`config.mk`:
```
export PLATFORM = sky130hd
export DESIGN_NAME = ex_muldiv_unit
export DESIGN_NICKNAME = d
export VERILOG_FILES = /design/src/rtl/ex_muldiv_unit.sv
export SDC_FILE = /design/constraint.sdc
export NUM_CORES = 1
export LEC_CHECK = 0
export ABC_AREA = 1
export CAP_MARGIN = 20
export CORE_AREA = 5 5 239 241
export DETAILED_ROUTE_END_ITERATION = 10
export DIE_AREA = 0 0 244 246
export HOLD_SLACK_MARGIN = 0.03
export SYNTH_ARGS = -nofsm -noshare
export SYNTH_HDL_FRONTEND = slang
export SYNTH_SLANG_ARGS = --single-unit
```
`constraint.sdc`:
```
create_clock -name clk -period 7.1 [get_ports clk]
set_input_delay 1.065 -clock clk [delete_from_list [all_inputs] [get_ports clk]]
set_output_delay 1.065 -clock clk [all_outputs]
set_load 0.02 [all_outputs]
```
`src/rtl/ex_muldiv_unit.sv`:
```
// Iterative RV32M multiply/divide unit for the EX stage.
// Fixed 34-cycle latency: 32 shift/iterate cycles, one sign-fix cycle, one done cycle.
module ex_muldiv_unit #(
   parameter int LATENCY_ITERS = 32
) (
   input  logic        clk,
   input  logic        rst,
   input  logic        start,
   input  logic        kill,
   input  logic [2:0]  funct3,
   input  logic [31:0] rs1_val,
   input  logic [31:0] rs2_val,
   input  logic [4:0]  rd,
   output logic        busy,
   output logic        done,
   output logic [31:0] result,
   output logic [4:0]  rd_out
);

   typedef enum logic [1:0] {IDLE, CALC, FIX, DONE} state_t;

   state_t      state, next_state;
   logic [2:0]  op;
   logic [4:0]  rd_q;
   logic [31:0] addend;
   logic [31:0] raw_a;
   logic        neg_res, divz, ovf;
   logic [5:0]  cnt;
   logic [63:0] acc;

   logic        a_signed, b_signed, sign_a, sign_b, is_div, accept;
   logic [31:0] abs_a, abs_b;
   logic [32:0] mul_sum, div_shift, div_diff;
   logic        div_ge;
   logic [63:0] mul_next, div_next, prod_fix;
   logic [31:0] quo_fix, rem_fix, fix_val;

   // Operand decode: magnitudes and result sign are captured once at accept time.
   always_comb begin
      a_signed = (funct3 == 3'b001) || (funct3 == 3'b010) ||
                 (funct3 == 3'b100) || (funct3 == 3'b110);
      b_signed = (funct3 == 3'b001) || (funct3 == 3'b100) || (funct3 == 3'b110);
      sign_a   = a_signed & rs1_val[31];
      sign_b   = b_signed & rs2_val[31];
      abs_a    = sign_a ? (~rs1_val + 32'd1) : rs1_val;
      abs_b    = sign_b ? (~rs2_val + 32'd1) : rs2_val;
      is_div   = funct3[2];
      accept   = (state == IDLE) && start && !kill;
   end

   // Multiply keeps the multiplier in acc[31:0]; divide keeps {remainder, quotient} in acc.
   always_comb begin
      mul_sum   = {1'b0, acc[63:32]} + (acc[0] ? {1'b0, addend} : 33'd0);
      mul_next  = {mul_sum, acc[31:1]};
      div_shift = {acc[63:32], acc[31]};
      div_diff  = div_shift - {1'b0, addend};
      div_ge    = ~div_diff[32];
      div_next  = {(div_ge ? div_diff[31:0] : div_shift[31:0]), acc[30:0], div_ge};
   end

   // Sign correction and result select; divide-by-zero and overflow override the sign fix.
   always_comb begin
      prod_fix = neg_res ? (~acc + 64'd1) : acc;
      quo_fix  = neg_res ? (~acc[31:0] + 32'd1) : acc[31:0];
      rem_fix  = neg_res ? (~acc[63:32] + 32'd1) : acc[63:32];
      fix_val  = 32'd0;
      case (op)
         3'b000:                 fix_val = prod_fix[31:0];
         3'b001, 3'b010, 3'b011: fix_val = prod_fix[63:32];
         3'b100, 3'b101:         fix_val = divz ? 32'hFFFF_FFFF : (ovf ? 32'h8000_0000 : quo_fix);
         default:                fix_val = divz ? raw_a : (ovf ? 32'd0 : rem_fix);
      endcase
   end

   always_comb begin
      next_state = state;
      case (state)
         IDLE: if (start && !kill) next_state = CALC;
         CALC: begin
            if (kill)                                 next_state = IDLE;
            else if (cnt == 6'(LATENCY_ITERS - 1))    next_state = FIX;
         end
         FIX:  next_state = kill ? IDLE : DONE;
         DONE: next_state = IDLE;
         default: next_state = IDLE;
      endcase
   end

   always_ff @(posedge clk or negedge rst) begin
      if (!rst) begin
         state <= IDLE;
         busy  <= 1'b0;
         done  <= 1'b0;
      end else begin
         state <= next_state;
         busy  <= (next_state != IDLE);
         done  <= (next_state == DONE);
      end
   end

   always_ff @(posedge clk or negedge rst) begin
      if (!rst) begin
         op      <= 3'd0;
         rd_q    <= 5'd0;
         addend  <= 32'd0;
         raw_a   <= 32'd0;
         neg_res <= 1'b0;
         divz    <= 1'b0;
         ovf     <= 1'b0;
         cnt     <= 6'd0;
         acc     <= 64'd0;
         result  <= 32'd0;
         rd_out  <= 5'd0;
      end else if (accept) begin
         op      <= funct3;
         rd_q    <= rd;
         addend  <= is_div ? abs_b : abs_a;
         acc     <= is_div ? {32'd0, abs_a} : {32'd0, abs_b};
         raw_a   <= rs1_val;
         neg_res <= (is_div && funct3[1]) ? sign_a : (sign_a ^ sign_b);
         divz    <= is_div && (rs2_val == 32'd0);
         ovf     <= is_div && !funct3[0] && (rs1_val == 32'h8000_0000) &&
                    (rs2_val == 32'hFFFF_FFFF);
         cnt     <= 6'd0;
      end else if (state == CALC) begin
         cnt <= cnt + 6'd1;
         acc <= op[2] ? div_next : mul_next;
      end else if (state == FIX && !kill) begin
         result <= fix_val;
         rd_out <= rd_q;
      end
   end

endmodule

```
==> results of run 1 <==
registers in the layout, summed over array words and instances, names as in the netlist, 2 cells and up:
signal  count
state       2
op          3
raw_a      32
acc        64
rd_out      5
rd_q        5
result     32
cnt         6
addend     32
critical path, cell delays in order, from the launching register on:
cell,delay [ps]
dfrtp_1,540
inv_1,210
ha_1,310
fa_1,410
inv_1,110
nand2_1,70
nand2_1,80
nand3_1,80
nand2_2,140
nand2_1,80
nand2_2,90
nand2_4,70
nand3_2,210
nand2_4,240
nor2_2,470
nand2_1,110
nand3b_1,110
nand2_1,60
kinds of logic after synthesis:
group | synth area share (%)
simple gates | 40.7
fa+ha+maj | 4.84
flops | 24.6
xor+xnor | 3.52
compound gates | 15.1
buf+inv | 11.3
cell usage in the layout, fill, tap and decap left out, types with 30 or more instances in the layout:
cell	netlist	layout
inv_1	440	439
nand4_1	53	53
clkdlybuf4s50_1	0	113
o21ai_0	175	175
o211ai_1	30	30
a21oi_1	188	188
nand3_1	307	307
nor2_1	292	290
xor2_1	61	61
nor3_1	35	35
dfrtp_1	186	183
nand2_1	1078	1077
o21ai_1	30	30
ha_1	70	70
path summary, 6_finish.rpt:
| path | endpoint | startpoint | cells past startpoint |
|---|---|---|---|
| setup / recovery | acc[39] | acc[31] | 17 |
| hold / removal | rd_out[4] | rd_q[4] | 2 |
| setup reg to reg | acc[39] | acc[31] | 17 |
| hold reg to reg | rd_out[4] | rd_q[4] | 2 |
| max in group asynchronous | op[2] | rst | 2 |
| min in group asynchronous | result[21] | rst | 1 |
through the flow:
step	setup slack, ps	cells
after floorplan	4550	3237
after global placement	3320	3970
after detailed placement	3240	3970
after CTS	3690	4002
after global routing	3430	4002
final	3570	4002
routing by layer:
layer	vias to the layer above	GRT usage, %	wire, µm
met5	-	0	0
met4	0	11.6	4170
met3	205	5.24	7670
met2	1132	41.5	36100
met1	10200	37.5	36000
li1	10500	-	-
final cells by class:
cell class / instances / area [µm²] / area share (%)
inverter: 451 / 1690 / 7.96
clock inverter: 12 / 128 / 0.600
timing repair buffer: 134 / 1290 / 6.09
tap: 704 / 881 / 4.14
multi-input combinational: 2495 / 12200 / 57.2
sequential: 186 / 4660 / 21.9
clock buffer: 20 / 457 / 2.15
Yosys cell counts (5+ instances only):
| cell | count | area (µm²) |
|---|---|---|
| nand2_1 | 1078 | 4050 |
| inv_1 | 440 | 1650 |
| nand3_1 | 307 | 1540 |
| nor2_1 | 292 | 1100 |
| a21oi_1 | 188 | 941 |
| dfrtp_1 | 186 | 4650 |
| o21ai_0 | 175 | 876 |
| clkbuf_1 | 70 | 263 |
| ha_1 | 70 | 876 |
| xor2_1 | 61 | 534 |
| nand4_1 | 53 | 332 |
| nor3_1 | 35 | 175 |
| o211ai_1 | 30 | 225 |
| o21ai_1 | 30 | 150 |
| a31oi_1 | 18 | 113 |
| nand3b_1 | 18 | 135 |
| buf_2 | 17 | 85.1 |
| nor2_2 | 15 | 93.8 |
| xnor2_1 | 15 | 131 |
| buf_1 | 14 | 52.6 |
| o22ai_1 | 13 | 81.3 |
| or2_2 | 12 | 75.1 |
| o221ai_1 | 10 | 87.6 |
| a21o_1 | 9 | 67.6 |
| nand2_2 | 9 | 56.3 |
| a22oi_1 | 8 | 60.1 |
| o21bai_1 | 8 | 60.1 |
| inv_2 | 7 | 26.3 |
| nand2_4 | 5 | 56.3 |
| o31ai_1 | 5 | 37.5 |
where the power goes:
group	internal [mW]	switching [mW]	leakage (nW)
Clock	0.513	0.486	0.279
Combinational	1.51	3.46	8.26
Sequential	1.30	0.540	2.35
Total	3.32	4.49	10.9
==> run_results.csv, run 1 <==
group,metric,value,unit
global_route,grt-ovfl-total,0,
power,vdd_drop_max,0.224,mV
sta,timing.final.crit_share,49.7,%
global_route,grt_max_degree,103,
logic_synthesis,yosys_warnings,0,
clocking,cts_tree,"yes",
routing,drtAntennaViolNets,0,
floorplan,io_pins,115,
hold_path,min_path_type,"register to register",
placed_design,gp_congestion,1.07,
sta,tightest_slew,1000,ps
sta,rsz0062_at_grt,"no",
layout,final_core_util,38.9,%
routing,drcViolationCount,0,
status,status,"finished clean",
sta,max_slew_margin,33.1,%
logic_synthesis,ys_ff_latch,186,
critical_path,crit_arrival,3880,ps
power,p_total,7.81,mW
global_route,grt_pass1_vias,20500,
clocking,h-tree-depth,4,
sta,hold_violations,0,
critical_path,r2r_setup_slack,3570,ps
logic_synthesis,synth_flop_cell,"dfrtp_1",
flow_run,drv_cap,0,
logic_synthesis,synth.distinct_cells,47,
global_route,grt_pass1_wl,126,mm
clocking,clock_sinks,186,
floorplan,rows,86,
routing,wirelength,83.9,mm
clocking,holdBufCountCts,0,
clocking,numCtsBuffers,17,
sta,setup_tns,0,ps
layout,nFillCells,6028,
layout,drive_above_1_share,3.55,%
routing,vias,22000,
logic_synthesis,synth.avg_cell_area,5.85,µm²
routing,wl_per_cell,21.0,µm
clocking,clk_pin_slew,80,ps
logic_synthesis,syn_nets,3385,
clocking,post_cts_resize_count,0,
placed_design,io_buffers,114,
floorplan,initial_utilization,34.6,%
critical_path,worstPathMaxFanout,23,
logic_synthesis,synth_area,0.0189,mm²
sta,fmax,284,MHz
global_route,grt.total_usage,27.1,%
layout,syn_to_final_growth,12.4,%
clocking,root_buffer,"clkbuf_16",
sta,fin_skew,12.1,ps
layout,stdcell_area,0.0213,mm²
logic_synthesis,yosysSeqAreaShare,24.6,%
critical_path,crit_required,7460,ps
clocking,clock_latency,470,ps
logic_synthesis,synth-edff-count,0,
sta,slew_violations,0,
floorplan,die_w,244,µm
floorplan,die_h,246,µm
critical_path,crit_path_end_kind,"register",
critical_path,path_class,"register to register",
clocking,clk_path_buf_depth,2,
power,power.density,367,mW/mm²
routing,viasPerCell,5.51,
layout,antenna-diode-count,0,
logic_synthesis,syn_inst,3237,
layout,final_nets,3433,
floorplan,fp.dieArea,0.0600,mm²
routing,dr.pass1.iters,6,
placed_design,dpl.hpwl,67.3,mm
routing,drtIter0Drc,2895,
floorplan,core_area,0.0547,mm²
logic_synthesis,ys_async_sr_fraction,100,%
sta,timing.hold.ws,473,ps
sta,finalSetupViolCount,0,
global_route,antenna_found_initial,0,
sta,fin_crit,3530,ps
critical_path,critPathLaunchType,"register",
clocking,post_cts_buffers,0,
power,p_leak,10.9,nW
placed_design,place_area,0.0207,mm²
Power figures use the tool's default switching activity.
==> inputs of run 2 (changes only) <==
clock period = 2.9 ns   (was 7.1 ns; I/O delays follow)
==> run 2 against run 1 <==
Compared with the run above: fmax increased by 27%; clock power increased to 2.6 times the previous value; flip-flop and latch count unchanged; first-iteration DRC count decreased by 0.73%; die area unchanged; critical path depth decreased by 4; clock skew increased by 11 ps; core utilization increased by 2.1 points; via count increased by 2.0%; critical path type unchanged; highest routed layer is now met5.
==> run_results.csv, run 2 (synthesized netlist as in run 1, its figures left out) <==
group,metric,value,unit
routing,vias,22500,
clocking,root_buffer,"clkbuf_16",
layout,nFillCells,5974,
critical_path,r2r-start,"acc[0]",
global_route,grt_pass1_wl,130,mm
clocking,numCtsBuffers,17,
layout,final_core_util,41.0,%
placed_design,placed_cells,4087,
layout,drive_above_1_share,7.32,%
layout,final_common_cell,"nand2_1",
layout,largest_register,"acc",
flow_run,drv_cap,0,
sta,timing.final.crit_share,95.9,%
floorplan,initial_utilization,34.6,%
layout,largest_reg_flops,64,
placed_design,dpl.hpwl,71.7,mm
routing,drcViolationCount,0,
sta,timing.hold.ws,477,ps
layout,antenna-diode-count,0,
placed_design,io_buffers,114,
clocking,h-tree-depth,4,
routing,drtAntennaViolNets,0,
placed_design,place_area,0.0217,mm²
sta,max_slew_margin,42.1,%
layout,syn_to_final_growth,18.4,%
global_route,grt-ovfl-total,0,
clocking,clock_latency,490,ps
status,status,"finished clean",
clocking,clk_path_buf_depth,2,
sta,fmax,359,MHz
critical_path,setup.worst_path.start,"acc[0]",
power,vdd_drop_max,0.447,mV
routing,wl_per_cell,21.4,µm
global_route,antenna_found_initial,1,
layout,stdcell_count,4121,
clocking,clk_pin_slew,90,ps
sta,slew_violations,0,
floorplan,fp.dieArea,0.0600,mm²
global_route,grt_max_degree,78,
routing,viasPerCell,5.45,
floorplan,die_h,246,µm
floorplan,rows,86,
placed_design,gp_congestion,1.04,
sta,tightest_slew,869,ps
global_route,grt_pass1_vias,20500,
routing,wirelength,88.2,mm
critical_path,worstPathMaxFanout,12,
clocking,clock_sinks,186,
critical_path,crit_arrival,3220,ps
critical_path,r2r_setup_slack,120,ps
sta,fin_crit,2780,ps
clocking,cts_tree,"yes",
critical_path,crit_path_end_kind,"register",
layout,layout_common_cells,"nand2_1 (1074), inv_1 (438), nand3_1 (307), nor2_1 (287), a21oi_1 (184)",
routing,drtIter0Drc,2874,
layout,ff_latch_area,0.00466,mm²
global_route,grt.total_usage,28.4,%
sta,fin_skew,22.8,ps
floorplan,io_pins,115,
critical_path,critPathLaunchType,"register",
critical_path,path_class,"register to register",
sta,finalSetupViolCount,0,
floorplan,core_area,0.0547,mm²
layout,multi_input_area,0.0122,mm²
hold_path,min_path_type,"register to register",
floorplan,die_w,244,µm
layout,final_nets,3552,
sta,hold_violations,0,
routing,dr.pass1.iters,6,
hold_path,hold_start,"rd_q[3]",
power,power.density,912,mW/mm²
critical_path,crit_required,3340,ps
layout,stdcell_area,0.0224,mm²
power,p_leak,11.6,nW
run 2: cell types whose count changed in the layout (fill, tap and decap cells not counted), sizes merged:
cell,before,now
buf,20,138
clkbuf,21,18
clkinv,6,13
clkinvlp,3,0
inv,453,452
dlygate4sd3,0,1
run 2: critical path, cell delays in order, from the launching register on:
cell and delay, ps:
dfrtp_1 420, buf_4 200, nand2_1 210, inv_1 80, ha_1 390, nand2_1 140, nor2_1 190, nand2_1 70
nand2_1 150, buf_4 150, xor2_1 340, o21ai_0 120, nand3b_1 190, nand2_1 60
run 2: layout make-up:
type                            instances  share of cell area [%]
Tap cell                              704                    3.93
Multi-Input combinational cell       2495                    54.5
Inverter                              451                    7.56
Clock inverter                         15                   0.989
Sequential cell                       186                    20.8
Clock buffer                           17                    1.90
Timing Repair Buffer                  253                    10.3
run 2: final timing paths:
kind	end	cells past startpoint
worst min register to register	rd_out[3]	2
worst max register to register	acc[39]	13
min in group asynchronous	result[18]	2
max in group asynchronous	addend[23]	3
worst min-delay path	rd_out[3]	2
worst max-delay path	acc[39]	13
run 2: through the flow:
step,setup slack [ps],setup TNS [ps],power [mW]
floorplan,398,0,12.2
global placement,-35.8,-50.6,17.2
detailed placement,19.3,0,17.2
CTS,50.7,0,19.9
global route,-29.4,-29.4,21.8
finish,118,0,20.4
run 2: metal layers:
metal | vias to the layer above | global-route usage, % | routed length, µm
met5 | - | 0 | 13
met4 | 2 | 12.6 | 4440
met3 | 198 | 7.20 | 9610
met2 | 1212 | 43.3 | 37400
met1 | 10300 | 38.2 | 36800
li1 | 10800 | - | -
run 2: repair_timing:
item,CTS,global route
hold endpoints to repair,53,0
gates resized for setup,0,18
buffers inserted,0,1
setup endpoints to repair,0,20
hold buffers,1,0
run 2: where the power goes:
| part | leakage [nW] | internal [mW] | switching, mW |
|---|---|---|---|
| clock network | 0.311 | 1.27 | 1.34 |
| registers | 2.35 | 3.19 | 0.903 |
| logic | 8.89 | 4.29 | 9.44 |
| total | 11.6 | 8.75 | 11.7 |
==> inputs of run 3 (changes only) <==
CORE_AREA = 2 2 236 238   (was 5 5 239 241)
DIE_AREA = 0 0 238 240   (was 0 0 244 246)
SLEW_MARGIN = 20   (was not set)
==> run 3 against run 2 <==
Compared with the run above: highest routed layer is now met4; die area down 4.8%; critical path depth unchanged; largest cell class unchanged; count of clock-buffer cells in the layout unchanged; sequential share of layout area up 0.12 points.
==> run_results.csv, run 3 (synthesized netlist as in run 1, its figures left out) <==
group,metric,value,unit
global_route,grt_max_degree,82,
routing,viasPerCell,5.50,
sta,fin_skew,19.0,ps
power,p_leak,11.5,nW
critical_path,crit_arrival,3150,ps
critical_path,crit_path_end_kind,"register",
critical_path,critPathLaunchType,"register",
hold_path,min_path_type,"input pin to register",
floorplan,core_area,0.0547,mm²
sta,timing.final.crit_share,95.4,%
routing,wirelength,88.2,mm
power,vdd_drop_max,0.406,mV
clocking,post_cts_buffers,0,
sta,finalSetupViolCount,0,
clocking,cts_tree,"yes",
critical_path,reg2regPathDepth,13,
floorplan,die_w,238,µm
sta,timing.hold.ws,460,ps
sta,hold_violations,0,
hold_path,min_delay_path_depth,3,
hold_path,hold_start,"rd[3]",
global_route,grt_pass1_wl,131,mm
critical_path,worstPathMaxFanout,12,
routing,vias,22600,
sta,max_slew_margin,50.1,%
layout,drive_above_1_share,6.72,%
clocking,root_buffer,"clkbuf_16",
power,p_total,20.3,mW
layout,largest_reg_flops,64,
layout,largest_register,"acc",
critical_path,timing.rr.end,"acc[39]",
global_route,grt_pass1_vias,20400,
layout,layout_common_cells,"nand2_1 (1077), inv_1 (439), nand3_1 (307), nor2_1 (290), a21oi_1 (185)",
layout,antenna-diode-count,0,
sta,fin_crit,2770,ps
power,power.density,914,mW/mm²
critical_path,r2r_setup_slack,130,ps
sta,fmax,361,MHz
clocking,clk_pin_slew,90,ps
floorplan,io_pins,115,
global_route,antenna_found_initial,2,
clocking,h-tree-depth,4,
critical_path,path_class,"register to register",
routing,drtIter0Drc,2882,
placed_design,io_buffers,114,
clocking,clock_sinks,186,
floorplan,die_h,240,µm
placed_design,gp_congestion,1.06,
global_route,grt.total_usage,30.7,%
routing,drtAntennaViolNets,0,
clocking,numCtsBuffers,17,
layout,nFillCells,5999,
layout,final_nets,3543,
floorplan,initial_utilization,34.6,%
layout,final_common_cell,"nand2_1",
clocking,clk_path_buf_depth,2,
clocking,clock_latency,510,ps
critical_path,crit_required,3290,ps
routing,wl_per_cell,21.5,µm
status,status,"finished clean",
floorplan,rows,86,
sta,tightest_slew,740,ps
critical_path,setup.worst_path.start,"acc[0]",
floorplan,fp.dieArea,0.0571,mm²
layout,syn_to_final_growth,17.7,%
routing,drcViolationCount,0,
flow_run,drv_cap,0,
critical_path,r2r-start,"acc[0]",
sta,slew_violations,0,
routing,dr.pass1.iters,7,
hold_path,min_to,"rd_q[3]",
placed_design,dpl.hpwl,72.2,mm
global_route,grt-ovfl-total,0,
-- run 3: changes by cell type in the layout (fill, tap and decap cells not counted), sizes merged --
cell,before,now
inv,452,453
bufinv,1,0
buf,138,129
-- run 3: timing repair --
action                                 in CTS  in global routing
gates resized for setup                     0                  8
hold buffers                                1                  0
endpoints found under the hold margin      59                  0
setup endpoints to repair                   0                 13
-- run 3: worst max-delay path, cell delays in order, from the launching register on --
cell      delay (ps)
dfrtp_1          410
buf_4            200
nand2_1          110
inv_1             80
ha_1             350
a21oi_1          320
nor2_1            70
nor2_1           140
nand2_1          130
buf_4            170
xor2_1           140
o21ai_0          300
nand3b_1         160
nand2_1           50
-- run 3: routing by layer --
layer	wire length, µm	track usage, %	vias to the layer above
met5	0	0	-
met3	9100	6.06	174
met4	3940	12.6	0
met1	37600	42.8	10400
met2	37500	46.2	1241
li1	-	-	10800
-- run 3: power breakdown --
part           internal, mW  total [mW]  leakage (nW)  switching (mW)
clock network          1.20        2.55         0.304            1.35
registers              3.19        4.06          2.35           0.866
logic                  4.26        13.7          8.83            9.49
-- run 3: through the flow --
step	instances	setup TNS, ps	utilization [%]	instance area [µm²]	setup slack, ps
2_1_floorplan	3237	0	-	18900	398
3_3_place_gp	4079	-52.7	39.5	21600	-52.7
3_5_place_dp	4079	-99.0	39.5	21600	-64.6
4_1_cts	4112	0	40.7	22200	206
5_1_grt	4112	-8.36	40.7	22300	-8.36
6_report	4112	0	40.7	22300	133
-- run 3: area by class of cell --
type / count / area [µm²] / share of cell area (%)
multi-input combinational: 2495 / 12200 / 54.8
clock buffer: 17 / 425 / 1.91
inverter: 451 / 1690 / 7.60
sequential: 186 / 4660 / 20.9
clock inverter: 15 / 206 / 0.927
tap: 704 / 881 / 3.96
timing repair buffer: 244 / 2210 / 9.93
-- run 3: worst max-delay path by stage --
stage	endpoint	slack, ps	cells past startpoint
after floorplan	acc[61]	400	19
after CTS	acc[40]	210	17
after detailed placement	addend[26]	-60	13
final	acc[39]	130	13
after global placement	acc[31]	-50	11
after global routing	result[14]	-8	14
